File: config.mk
export PLATFORM = sky130hd
export DESIGN_NAME = tx_channel_mux
export DESIGN_NICKNAME = d
export VERILOG_FILES = /design/src/rtl/tx_channel_mux.sv
export SDC_FILE = /design/constraint.sdc
export NUM_CORES = 1
export LEC_CHECK = 0
export CAP_MARGIN = 20
export CORE_MARGIN = 1
export CORE_UTILIZATION = 66
export CTS_CLUSTER_DIAMETER = 150
export DETAILED_ROUTE_END_ITERATION = 12
export DONT_BUFFER_PORTS = 1
export GPL_ROUTABILITY_DRIVEN = 0
export PLACE_DENSITY = 0.82
export SYNTH_ARGS = -nofsm -noshare
export SYNTH_HDL_FRONTEND = slang
export SYNTH_SLANG_ARGS = --single-unit
export TNS_END_PERCENT = 30
File: constraint.sdc
create_clock -name clk -period 6.87 [get_ports clk]
set_input_delay 0.687 -clock clk [delete_from_list [all_inputs] [get_ports clk]]
set_output_delay 0.687 -clock clk [all_outputs]
set_load 0.05 [all_outputs]
File: src/rtl/tx_channel_mux.sv
// tx_channel_mux: registered N:1 channel multiplexer for the transmit path.
//
// Selects one of N request channels (manual select or round-robin), captures
// its W-bit word into a one-deep output register and presents it to the
// transmit FSM over a valid/ready handshake.  The source whose word was
// captured sees a one-cycle in_ack pulse in the cycle after the capture edge.
//
// Ports:
//   clk        system clock, rising edge
//   rst        synchronous, active-high reset
//   in_data    N*W flattened channel data, channel k at [k*W +: W]
//   in_req     per-channel request
//   mode       0 = manual select, 1 = round-robin
//   sel        channel index used in manual mode
//   in_ack     one-hot capture acknowledge, one cycle
//   out_data   registered selected word
//   out_ch     channel index of out_data
//   out_valid  out_data/out_ch hold a word
//   out_ready  consumer accepts when out_valid && out_ready
//   out_parity XOR of the captured word (only with TXMUX_PARITY_EN defined)
//
// Optional feature macro: TXMUX_PARITY_EN
//
// state | meaning
// EMPTY | output register holds no word (out_valid = 0)
// FULL  | output register holds a word awaiting acceptance (out_valid = 1)

module tx_channel_mux #(
  parameter int W     = 1,
  parameter int N     = 16,
  parameter int SEL_W = 4
) (
  input  logic             clk,
  input  logic             rst,
  input  logic [N*W-1:0]   in_data,
  input  logic [N-1:0]     in_req,
  input  logic             mode,
  input  logic [SEL_W-1:0] sel,
  output logic [N-1:0]     in_ack,
  output logic [W-1:0]     out_data,
  output logic [SEL_W-1:0] out_ch,
  output logic             out_valid,
  input  logic             out_ready
`ifdef TXMUX_PARITY_EN
  ,
  output logic             out_parity
`endif
);

  localparam logic [0:0] EMPTY = 1'b0;
  localparam logic [0:0] FULL  = 1'b1;

  logic [0:0]       state;
  logic [SEL_W-1:0] last_grant;
  logic [W-1:0]     ch_data [N];

  logic             load_en;
  logic             man_hit;
  logic             rr_hit;
  logic [SEL_W-1:0] rr_idx;
  logic [SEL_W:0]   scan_sum;
  logic [SEL_W-1:0] scan_idx;
  logic             cand_hit;
  logic [SEL_W-1:0] cand;
  logic [N-1:0]     ack_onehot;

  for (genvar g = 0; g < N; g++) begin : g_unpack
    assign ch_data[g] = in_data[g*W +: W];
  end

  assign out_valid = (state == FULL);
  assign load_en   = (state == EMPTY) || (out_valid && out_ready);

  // sel may exceed N-1 when N is not a power of two; such a select never hits.
  assign man_hit = (int'(sel) < N) && in_req[sel];

  // Scan from last_grant+1 upward with wrap.  last_grant < N and the offset
  // is at most N, so a single conditional subtraction replaces the modulo.
  always_comb begin
    rr_hit   = 1'b0;
    rr_idx   = '0;
    scan_sum = '0;
    scan_idx = '0;
    for (int i = 1; i <= N; i++) begin
      scan_sum = {1'b0, last_grant} + (SEL_W+1)'(i);
      if (int'(scan_sum) >= N) begin
        scan_sum = scan_sum - (SEL_W+1)'(N);
      end
      scan_idx = scan_sum[SEL_W-1:0];
      if (!rr_hit && in_req[scan_idx]) begin
        rr_hit = 1'b1;
        rr_idx = scan_idx;
      end
    end
  end

  assign cand_hit   = mode ? rr_hit : man_hit;
  assign cand       = mode ? rr_idx : sel;
  assign ack_onehot = N'(1) << cand;

  always_ff @(posedge clk) begin
    if (rst) begin
      state      <= EMPTY;
      out_data   <= '0;
      out_ch     <= '0;
      in_ack     <= '0;
      last_grant <= SEL_W'(N-1);
    end else begin
      in_ack <= '0;
      if (load_en) begin
        if (cand_hit) begin
          state    <= FULL;
          out_data <= ch_data[cand];
          out_ch   <= cand;
          in_ack   <= ack_onehot;
          if (mode) begin
            last_grant <= cand;
          end
        end else begin
          state <= EMPTY;
        end
      end
    end
  end

`ifdef TXMUX_PARITY_EN
  always_ff @(posedge clk) begin
    if (rst) begin
      out_parity <= 1'b0;
    end else if (load_en && cand_hit) begin
      out_parity <= ^ch_data[cand];
    end
  end
`endif

endmodule

==> results.md <==
* Layout cells sized above 1 at 14.3%
* Final hold vios at 0
* Final min period at 5.61 ns
* RSZ-0062 raised after global routing: no
* Vias in the first global route at 3747
* DIE HEIGHT at 78.8 um
* Worst-case clock buffer depth at 2
* Initial Util at 69.4%
* Setup Skew at 0.00224 ns
* Sw Ratio at 52.2%
* DRC viols at 0
* Core Area at 5610 sq um
* CP Data Required Time at 7.04 ns
* Vias per cell at 7.96
* Post-CTS setup buffer count at 0
* Crit path DAT at 5.79 ns
* Hold slack at 0.473 ns
* Cells after Synth at 457
* Status: completed
* Setup_tns at 0 ns
* # diodes at 0
* Post-DP HPWL at 9020 um
* Cell Rows at 27
* Yosys reg bits at 26
* I/O Buffers at 0
* Synth Net Count at 505
* Actual slew at the worst max-slew pin at 0.893 ns
* Combinational Power Share at 71.1%
* Yosys top cell by area: mux4_2
* Seq/Total Area, Yosys at 13.4%
* Share of the synthesized area in the top cell type at 19.1%
* Drt pass-1 iters at 8
* CTS resizes at 0
* P_int at 576 uW
* Slew HR at 39.9%
* Mean post-synth cell area at 8.52 sq um
* Cell variety after synth at 65
* EDFF count, synth at 0
* # nets final at 490
* Crit path launch type: flip-flop
* Initial antenna violation count at 0
* Peak Freq at 178 MHz
* CTS Hold Buffers Added at 0
* Root Buffer: clkbuf_8
* Setup WS pre-CTS at 1.39 ns
* Clk sink count at 26
* Largest net degree at the start of global routing at 30
* TritonCTS buffer count at 3
* Post-synth top flop: dfxtp_1
* Syn. warnings at 0
* Commonest non-fill, non-tap cells in the layout: nor2_1, nand2_1, mux2i_1
* First-pass GRT wire length at 19400 um
* Asr flop ratio synth at 0%
* GRT Util Overall at 40.3%
* Clock share of power at 10.4%
* Final Max Slew Viols at 0
* Worst-path maximum fanout at 17
* Worst-path clk slew at 0.09 ns
* Final Cycle Share at 81.7%
* Die width at 78.8 um
* Share of power burned in registers at 18.5%
* Leak pwr at 1.53 nW
* Area post-placement at 3900 sq um
* CTS H-Tree Depth at 1
* Worst setup path category: reg -> reg
* Total Wirelength at 12100 um
* Max-Cap Viols at 0
* Clock Latency Late Sink at 0.27 ns
* Worst hold path type: in -> reg
* Psw at 629 uW
* Final worst-path setup slack at 1.26 ns
* Total number of vias at 4086
* Mapped Area at 3890 sq um
* Top Ports at 62
* Final Util at 70.8%
* Power Dens Cells at 304 nW/um^2
* DR WL/cell at 23.5 um
* Endpoints failing setup at 0
* Total gr overflow at 0
* Final ANT Viol Nets at 0
* Area growth syn-to-layout at 1.96%
* Area contributors post-synth: mux4_2, dfxtp_1, mux2i_1, nor2_1, nand2_1
* Design Area, Final at 3970 sq um
* Setup crit end kind: flip-flop
* TritonCTS clock tree: done
* IR drop worst, VDD at 259 uV
* Commonest non-fill, non-tap cell in the layout: nor2_1
* Die area at 6210 sq um
* Initial DRC count at 692
## area by class of cell
type / count / area, sq um
clock buffers: 3 / 41.3
flip-flops and latches: 26 / 520
clock inverters: 1 / 30.0
repair buffers: 6 / 45.0
inverters: 13 / 48.8
fillers: 442 / 1640
multi-input cells: 392 / 3190
well taps: 72 / 90.1
## metrics by stage
stage	total power [mW]	cells
finish	1.21	513
CTS	1.17	513
global placement	1.02	509
global route	1.27	513
floorplan	0.876	457
detailed placement	1.05	509
## worst paths after layout
path	start	to	slack, ns	cells past startpoint
worst max register to register	last_grant[0]	out_data	1.26	14
worst min register to register	out_ch[3]	out_ch[3]	0.77	2
worst max-delay path	last_grant[0]	out_data	1.26	14
worst min-delay path	rst	out_valid	0.47	1
## power groups by stage
| stage | Clock [mW] | Sequential, mW | Combinational, mW |
|---|---|---|---|
| floorplan | 0 | 0.225 | 0.651 |
| global placement | 0 | 0.226 | 0.797 |
| detailed placement | 0 | 0.226 | 0.819 |
| CTS | 0.125 | 0.223 | 0.823 |
| global route | 0.131 | 0.224 | 0.917 |
| finish | 0.125 | 0.223 | 0.857 |
## synthesized netlist by cell type, drive strengths merged, types with 7 or more instances
library cell  count
mux2i            36
a211o            10
mux2              7
dfxtp            26
mux4             36
nor2             57
and2              8
buf              13
nand2            45
o21ai            21
a21oi            11
ha                8
nor2b             8
clkbuf           13
xnor2             7
inv              11
nand3            15
nor3             12
## flip-flops by register name, summed over array words and instances, names as in the netlist
| register | cells |
|---|---|
| in_ack | 16 |
| last_grant | 4 |
| out_ch | 4 |
| out_data | 1 |
| out_valid | 1 |
## worst max-delay path, cell delays in order, from the launching register on
cell       delay (ns)
dfxtp_1          0.34
clkinv_1         0.24
ha_1             0.88
mux4_2           0.48
mux4_1           0.66
nor3_1           0.70
o21ai_0          0.18
a2111oi_0        0.44
nor3_1           0.12
a211oi_2         0.47
o221ai_1         0.23
a221oi_1         0.24
nor4_1           0.07
a211o_1          0.28
a21o_1           0.17
## routing by layer
| metal | vias up | global-route usage (%) | part of all wire [%] |
|---|---|---|---|
| met4 | 0 | 14.0 | 4.5 |
| met1 | 1899 | 54.4 | 36 |
| met5 | - | 0 | 0 |
| li1 | 1759 | - | - |
| met3 | 70 | 8.39 | 14 |
| met2 | 358 | 64.3 | 45 |
## cells by family after synthesis
logic type | Yosys count | share of synthesized area (%)
buffers and inverters | 39 | 4.60
and+or+nand+nor | 181 | 23.2
adders and majority gates | 8 | 2.57
muxes | 79 | 32.4
DFF | 26 | 13.4
xor gates and xnor gates | 11 | 2.47
AOI/OAI and AO/OA | 113 | 21.4
No activity file was read; power rests on OpenSTA's default activity.
